`config.mk`:
```
export PLATFORM = sky130hd
export DESIGN_NAME = uart_rx_cfg
export DESIGN_NICKNAME = d
export VERILOG_FILES = /design/src/rtl/uart_pkg.sv /design/src/rtl/uart_baud_tick.sv /design/src/rtl/uart_rx_cfg.sv
export SDC_FILE = /design/constraint.sdc
export NUM_CORES = 1
export LEC_CHECK = 0
export BUFFER_PORTS_ARGS = -buffer_cell sky130_fd_sc_hd__buf_4
export CELL_PAD_IN_SITES_DETAIL_PLACEMENT = 0
export CELL_PAD_IN_SITES_GLOBAL_PLACEMENT = 2
export CORE_AREA = 10 10 99 110
export CTS_CLUSTER_SIZE = 25
export DETAILED_ROUTE_END_ITERATION = 10
export DIE_AREA = 0 0 109 120
export HOLD_SLACK_MARGIN = 0.05
export PLACE_DENSITY_LB_ADDON = 0.05
export SYNTH_ARGS = -nofsm -noshare
export SYNTH_HDL_FRONTEND = slang
export SYNTH_SLANG_ARGS = --single-unit
```
`constraint.sdc`:
```
create_clock -name clk -period 3.22 [get_ports clk]
set_clock_uncertainty 0.05 [all_clocks]
set_input_delay 0.483 -clock clk [delete_from_list [all_inputs] [get_ports clk]]
set_output_delay 0.483 -clock clk [all_outputs]
set_load 0.005 [all_outputs]
```
`src/rtl/uart_pkg.sv`:
```
// ============================================================================
// Module      : uart_pkg
// Description : Shared types and constants for the configurable UART receiver.
// Revision    : 1.0 - initial release
// ============================================================================
`default_nettype none

package uart_pkg;

    typedef enum logic [2:0] {
        IDLE   = 3'd0,
        START  = 3'd1,
        DATA   = 3'd2,
        PARITY = 3'd3,
        STOP   = 3'd4
    } rx_state_e;

    localparam logic [1:0] PAR_NONE = 2'b00;
    localparam logic [1:0] PAR_EVEN = 2'b01;
    localparam logic [1:0] PAR_ODD  = 2'b10;

    localparam int ERR_PARITY  = 2;
    localparam int ERR_OVERRUN = 1;
    localparam int ERR_FRAME   = 0;

    function automatic logic maj3(input logic a, input logic b, input logic c);
        return (a & b) | (a & c) | (b & c);
    endfunction

endpackage

`default_nettype wire

```
`src/rtl/uart_baud_tick.sv`:
```
// ============================================================================
// Module      : uart_baud_tick
// Description : Free-running divisor counter; one-cycle tick every div+1 clk.
// Revision    : 1.0 - initial release
// ============================================================================
`default_nettype none

module uart_baud_tick #(
    parameter int DIV_W = 16
) (
    input  logic             clk,
    input  logic             rst_n,
    input  logic             restart,
    input  logic [DIV_W-1:0] div,
    output logic             tick
);

    logic [DIV_W-1:0] cnt_q;
    logic [DIV_W-1:0] cnt_d;

    always_comb begin
        tick = (cnt_q == div);
        if (restart || tick) begin
            cnt_d = '0;
        end else begin
            cnt_d = cnt_q + DIV_W'(1);
        end
    end

    always_ff @(posedge clk) begin
        if (!rst_n) begin
            cnt_q <= '0;
        end else begin
            cnt_q <= cnt_d;
        end
    end

endmodule

`default_nettype wire

```
`src/rtl/uart_rx_cfg.sv`:
```
// ============================================================================
// Module      : uart_rx_cfg
// Description : Oversampling UART receiver with runtime divisor, parity and
//               stop-bit configuration, valid/ready holding register.
//               Define UART_RX_MAJORITY_EN for 2-of-3 majority sampling.
// Revision    : 1.0 - initial release
// ============================================================================
`default_nettype none

module uart_rx_cfg
    import uart_pkg::*;
#(
    parameter int DATA_W = 8,
    parameter int OVS    = 16,
    parameter int DIV_W  = 16
) (
    input  logic              clk,
    input  logic              rst_n,
    input  logic              din,
    input  logic [DIV_W-1:0]  baud_div,
    input  logic [1:0]        par_mode,
    input  logic              stop2,
    output logic [DATA_W-1:0] rx_data,
    output logic [2:0]        rx_err,
    output logic              rx_valid,
    input  logic              rx_ready,
    output logic              rx_busy
);

    localparam int TW = $clog2(OVS);
    localparam int BW = $clog2(DATA_W);
    localparam logic [TW-1:0] START_PT = TW'(OVS / 2);
    localparam logic [TW-1:0] BIT_PT   = TW'(OVS - 1);
    localparam logic [BW-1:0] LAST_BIT = BW'(DATA_W - 1);

`ifdef UART_RX_MAJORITY_EN
    localparam int HIST_W = 2;
`else
    localparam int HIST_W = 1;
`endif

    rx_state_e         state_q, state_d;
    logic              s1_q, s1_d, rxs_q, rxs_d, rxs_prev_q, rxs_prev_d;
    logic [TW-1:0]     tcnt_q, tcnt_d;
    logic [BW-1:0]     bcnt_q, bcnt_d;
    logic [DATA_W-1:0] shift_q, shift_d;
    logic [HIST_W-1:0] hist_q, hist_d;
    logic              par_err_q, par_err_d, frame_q, frame_d, stop_cnt_q, stop_cnt_d;
    logic [DIV_W-1:0]  div_q, div_d;
    logic [1:0]        par_q, par_d;
    logic              stop2_q, stop2_d;
    logic [DATA_W-1:0] rx_data_q, rx_data_d;
    logic [2:0]        rx_err_q, rx_err_d;
    logic              rx_valid_q, rx_valid_d;

    logic tick, start_det, decide, sample, complete;

    uart_baud_tick #(.DIV_W(DIV_W)) u_tick (
        .clk     (clk),
        .rst_n   (rst_n),
        .restart (start_det),
        .div     (div_q),
        .tick    (tick)
    );

    // The decision lands one tick after the centre so both sampling modes
    // share identical frame timing.
`ifdef UART_RX_MAJORITY_EN
    assign sample = maj3(hist_q[1], hist_q[0], rxs_q);
`else
    assign sample = hist_q[0];
`endif

    assign decide = tick && (state_q != IDLE) &&
                    (tcnt_q == ((state_q == START) ? START_PT : BIT_PT));

    always_comb begin
        s1_d       = din;
        rxs_d      = s1_q;
        rxs_prev_d = rxs_q;
        state_d    = state_q;
        tcnt_d     = tick ? (decide ? '0 : tcnt_q + TW'(1)) : tcnt_q;
        hist_d     = tick ? HIST_W'({hist_q, rxs_q}) : hist_q;
        bcnt_d     = bcnt_q;
        shift_d    = shift_q;
        par_err_d  = par_err_q;
        frame_d    = frame_q;
        stop_cnt_d = stop_cnt_q;
        div_d      = div_q;
        par_d      = par_q;
        stop2_d    = stop2_q;
        start_det  = 1'b0;
        complete   = 1'b0;

        case (state_q)
            IDLE: begin
                tcnt_d = '0;
                if (rxs_prev_q && !rxs_q) begin
                    start_det  = 1'b1;
                    state_d    = START;
                    bcnt_d     = '0;
                    par_err_d  = 1'b0;
                    frame_d    = 1'b0;
                    stop_cnt_d = 1'b0;
                    div_d      = baud_div;
                    par_d      = par_mode;
                    stop2_d    = stop2;
                end
            end
            START: begin
                if (decide) state_d = sample ? IDLE : DATA;
            end
            DATA: begin
                if (decide) begin
                    shift_d = {sample, shift_q[DATA_W-1:1]};
                    if (bcnt_q == LAST_BIT) begin
                        state_d = (par_q == PAR_EVEN || par_q == PAR_ODD) ? PARITY : STOP;
                    end else begin
                        bcnt_d = bcnt_q + BW'(1);
                    end
                end
            end
            PARITY: begin
                if (decide) begin
                    par_err_d = ((^shift_q) ^ sample) != (par_q == PAR_ODD);
                    state_d   = STOP;
                end
            end
            STOP: begin
                if (decide) begin
                    frame_d = frame_q | ~sample;
                    if (stop2_q && !stop_cnt_q) begin
                        stop_cnt_d = 1'b1;
                    end else begin
                        complete = 1'b1;
                        state_d  = IDLE;
                    end
                end
            end
            default: state_d = IDLE;
        endcase
    end

    // Holding register: a full, unaccepted slot drops the new frame and
    // flags overrun against the word already held.
    always_comb begin
        rx_data_d  = rx_data_q;
        rx_err_d   = rx_err_q;
        rx_valid_d = rx_valid_q;
        if (complete) begin
            if (!rx_valid_q || rx_ready) begin
                rx_data_d             = shift_q;
                rx_err_d              = '0;
                rx_err_d[ERR_PARITY]  = par_err_q;
                rx_err_d[ERR_FRAME]   = frame_d;
                rx_valid_d            = 1'b1;
            end else begin
                rx_err_d[ERR_OVERRUN] = 1'b1;
            end
        end else if (rx_valid_q && rx_ready) begin
            rx_valid_d = 1'b0;
        end
    end

    always_ff @(posedge clk) begin
        if (!rst_n) begin
            s1_q       <= 1'b1;
            rxs_q      <= 1'b1;
            rxs_prev_q <= 1'b1;
            state_q    <= IDLE;
            tcnt_q     <= '0;
            hist_q     <= '1;
            bcnt_q     <= '0;
            shift_q    <= '0;
            par_err_q  <= 1'b0;
            frame_q    <= 1'b0;
            stop_cnt_q <= 1'b0;
            div_q      <= '0;
            par_q      <= PAR_NONE;
            stop2_q    <= 1'b0;
            rx_data_q  <= '0;
            rx_err_q   <= '0;
            rx_valid_q <= 1'b0;
        end else begin
            s1_q       <= s1_d;
            rxs_q      <= rxs_d;
            rxs_prev_q <= rxs_prev_d;
            state_q    <= state_d;
            tcnt_q     <= tcnt_d;
            hist_q     <= hist_d;
            bcnt_q     <= bcnt_d;
            shift_q    <= shift_d;
            par_err_q  <= par_err_d;
            frame_q    <= frame_d;
            stop_cnt_q <= stop_cnt_d;
            div_q      <= div_d;
            par_q      <= par_d;
            stop2_q    <= stop2_d;
            rx_data_q  <= rx_data_d;
            rx_err_q   <= rx_err_d;
            rx_valid_q <= rx_valid_d;
        end
    end

    assign rx_data  = rx_data_q;
    assign rx_err   = rx_err_q;
    assign rx_valid = rx_valid_q;
    assign rx_busy  = (state_q != IDLE);

endmodule

`default_nettype wire
```
==> results.yml <==
run_status:
  status: "finished clean"
sta:
  tns_ns: 0
  fin_crit_ns: 2.73
  setup_viol: 0
  hold_violations: 0
  max_freq_mhz: 367
  rsz0062_at_grt: "false"
  worstMarginPinSlew_ns: 0.581
  fin_hold_ws_ns: 0.267
  slew_headroom: 0.613
  final_max_slew_viol_count: 0
  fin_crit_sh: 0.847
synthesis:
  synth_ff_type: "dfxtp_1"
  synth_xor_area_frac: 0.108
  synthDistinctLibCells: 50
  yosys_warnings: 0
  ys_async_sr_fraction: 0
  yosysSeqAreaShare: 0.447
  synth-simple-area-share: 0.229
  synth_area_per_cell_sq_um: 8.85
  synth_fp_nets: 392
  synth.area.mux_share: 0.0726
  synth_top_family_by_area: "simple AND/OR/NAND/NOR gates"
  ys_seq_elements: 72
  synth_edf_count: 0
  syn_inst: 364
  synth_area_sq_mm: 0.00322
  synthAdderAreaFrac: 0.0194
  synth_compound_area_frac: 0.0842
power_and_ir_drop:
  leakage_nw: 1.44
  internal-power_mw: 1.27
  power_density_mw_per_mm2: 473
  sw_frac_of_total: 0.284
  vdd_drop_max_mv: 0.204
  pwr-share-comb: 0.117
  power_frac_seq: 0.527
  p_sw_mw: 0.504
  clkPwrFrac: 0.356
die:
  io_pins: 36
  placementRows: 36
  die_area_sq_mm: 0.0131
  initial_utilization: 0.371
  die_width_microns: 109
  core_area_sq_mm: 0.00869
  die_h_microns: 120
global_routing:
  grt-ovfl-total: 0
  grt_max_degree: 35
  antenna_found_initial: 0
  grt_busiest_layer: "met2"
  use_met1: 0.142
  grt.met2_usage: 0.206
  grt_first_pass_wirelength_microns: 12800
  grt_usage: 0.123
  use_met3: 0.0327
  grt_pass1_vias: 2649
detailed_routing:
  drtPass1Iterations: 4
  finalWirelength_microns: 7510
  viasPerCell: 4.84
  vias: 2494
  drcViolationCount: 0
  wire_per_inst_microns: 14.6
  drt_iter0_drc: 73
  ant_nets: 0
cells_and_area:
  drive_above_1_share: 0.165
  regArea_sq_mm: 0.00144
  antenna_cells: 0
  multi_input_area_sq_mm: 0.00165
  final_net_count: 424
  nFillCells: 910
  area_delta_synth_final_pct: 16.2
cts:
  clkTransAtPathRegs_ns: 0.08
  cts_root_buf: "clkbuf_8"
  cts_tree: "yes"
  holdBufCountCts: 0
  clockBufferDepth: 2
  cts_buffers: 9
  cts_resized: 0
  numClockSinks: 72
  insertion_delay_ns: 0.35
  h-tree-depth: 3
  cts_setup_buffers: 0
worst_setup_path:
  worst_r2r_path_depth: 6
  arrival_ns: 2.91
  worstSetupPathType: "flip-flop to flip-flop"
  crit_fanout: 15
  cp-end-kind: "flip-flop"
  startpoint_type: "flip-flop"
  worst-endpoint-required_ns: 3.41
placed_design:
  place.gp.congestion: 0.762
  hpwl_microns: 5270
  portBuffers: 35
run:
  max_cap_viol_count: 0
worst_hold_path:
  hold_class: "input port to flip-flop"
  min_path_cells: 2
==> registers in the layout (all words and copies together) (netlist names) <==
register	flops
rxs_prev_d	1
rx_valid	1
rxs_d	1
tcnt_q	4
rxs_prev_q	1
par_q	2
stop_cnt_q	1
par_err_q	1
u_tick.cnt_q	16
hist_q	1
frame_q	1
rx_err	3
bcnt_q	3
state_q	3
rx_data	8
stop2_q	1
shift_q	8
div_q	16
==> metrics by stage <==
| step | util | setup WS (ns) | instances | power [mW] | instance area, sq um |
|---|---|---|---|---|---|
| 2_1_floorplan | - | 1.26 | 364 | 1.10 | 3220 |
| 3_3_place_gp | 0.411 | 0.518 | 499 | 1.17 | 3580 |
| 3_5_place_dp | 0.411 | 0.463 | 499 | 1.17 | 3580 |
| 4_1_cts | 0.431 | 0.447 | 515 | 1.81 | 3750 |
| 5_1_grt | 0.431 | 0.259 | 515 | 1.88 | 3750 |
| 6_report | 0.431 | 0.494 | 515 | 1.77 | 3750 |
==> synth_stat cells, types with 2 or more instances <==
cell type / count / area, sq um
ha_1: 5 / 62.6
mux2i_1: 22 / 220
nand3_1: 10 / 50.1
nor2_1: 26 / 97.6
and2_1: 2 / 12.5
o211ai_1: 2 / 15.0
buf_2: 6 / 30.0
nor3_1: 3 / 15.0
or2_2: 2 / 12.5
inv_1: 9 / 33.8
or3_1: 5 / 31.3
nand4_1: 4 / 25.0
nor2b_1: 4 / 25.0
xor2_1: 22 / 193
nand2b_1: 5 / 31.3
a211oi_1: 3 / 22.5
nand2_1: 69 / 259
dfxtp_1: 72 / 1440
a21oi_1: 26 / 130
xnor2_1: 15 / 131
o311ai_0: 2 / 17.5
or4_1: 4 / 30.0
o21ai_0: 4 / 20.0
nor4_1: 7 / 43.8
clkbuf_1: 10 / 37.5
==> routing by layer <==
metal	part of all wire	up-vias
li1	-	1294
met1	0.44	1155
met2	0.51	33
met3	0.033	12
met4	0.021	0
met5	0	-
==> layout by cell type (no fill, tap or decap), types with 2 or more instances in the layout <==
cell type    n
o21ai_0      4
xnor2_1     15
nor3_1       3
o311ai_0     2
a211oi_1     3
or3_1        5
xor2_1      22
mux2i_1     22
nand2_1     69
nand2b_1     5
nor4_1       7
inv_1        9
buf_4       40
dfxtp_1     72
or2_2        2
ha_1         5
clkbuf_8     9
clkinvlp_4   3
clkinv_2     3
a21oi_1     26
and2_1       2
nand4_1      4
nor2b_1      4
nor2_1      26
or4_1        4
o211ai_1     2
nand3_1     10
==> critical path, stage by stage (launching register included) <==
cell,delay [ns]
dfxtp_1,0.35
xor2_1,0.15
nor4_1,0.42
nand4_1,0.50
buf_4,0.38
or4_1,0.52
a31o_2,0.25
==> path summary, 6_finish.rpt <==
kind                                       from         end  slack (ns)
worst min-delay path                        din       rxs_d        0.27
worst min register to register            rxs_d  rxs_prev_d        0.36
worst max-delay path            u_tick.cnt_q[9]  state_q[1]        0.49
worst max register to register  u_tick.cnt_q[9]  state_q[1]        0.49
==> power by group through the flow <==
stage	registers (mW)	clock network, mW	logic (mW)
finish	0.934	0.630	0.208
global route	0.937	0.705	0.235
CTS	0.934	0.662	0.212
floorplan	0.944	0	0.152
detailed placement	0.955	0	0.211
global placement	0.955	0	0.210
==> logic make-up after synthesis <==
family	count (synthesis)
and+or+nand+nor	152
DFF	72
AOI/OAI and AO/OA	45
xor gates and xnor gates	38
buffers and inverters	29
muxes	23
adders and majority gates	5
==> cell type report <==
type / count / area share
multi-input cells: 263 / 0.442
flip-flops and latches: 72 / 0.385
repair buffers: 40 / 0.0802
well taps: 114 / 0.0381
clock buffers: 9 / 0.0331
clock inverters: 7 / 0.0124
inverters: 10 / 0.0100
No activity file was read; power rests on OpenSTA's default activity.
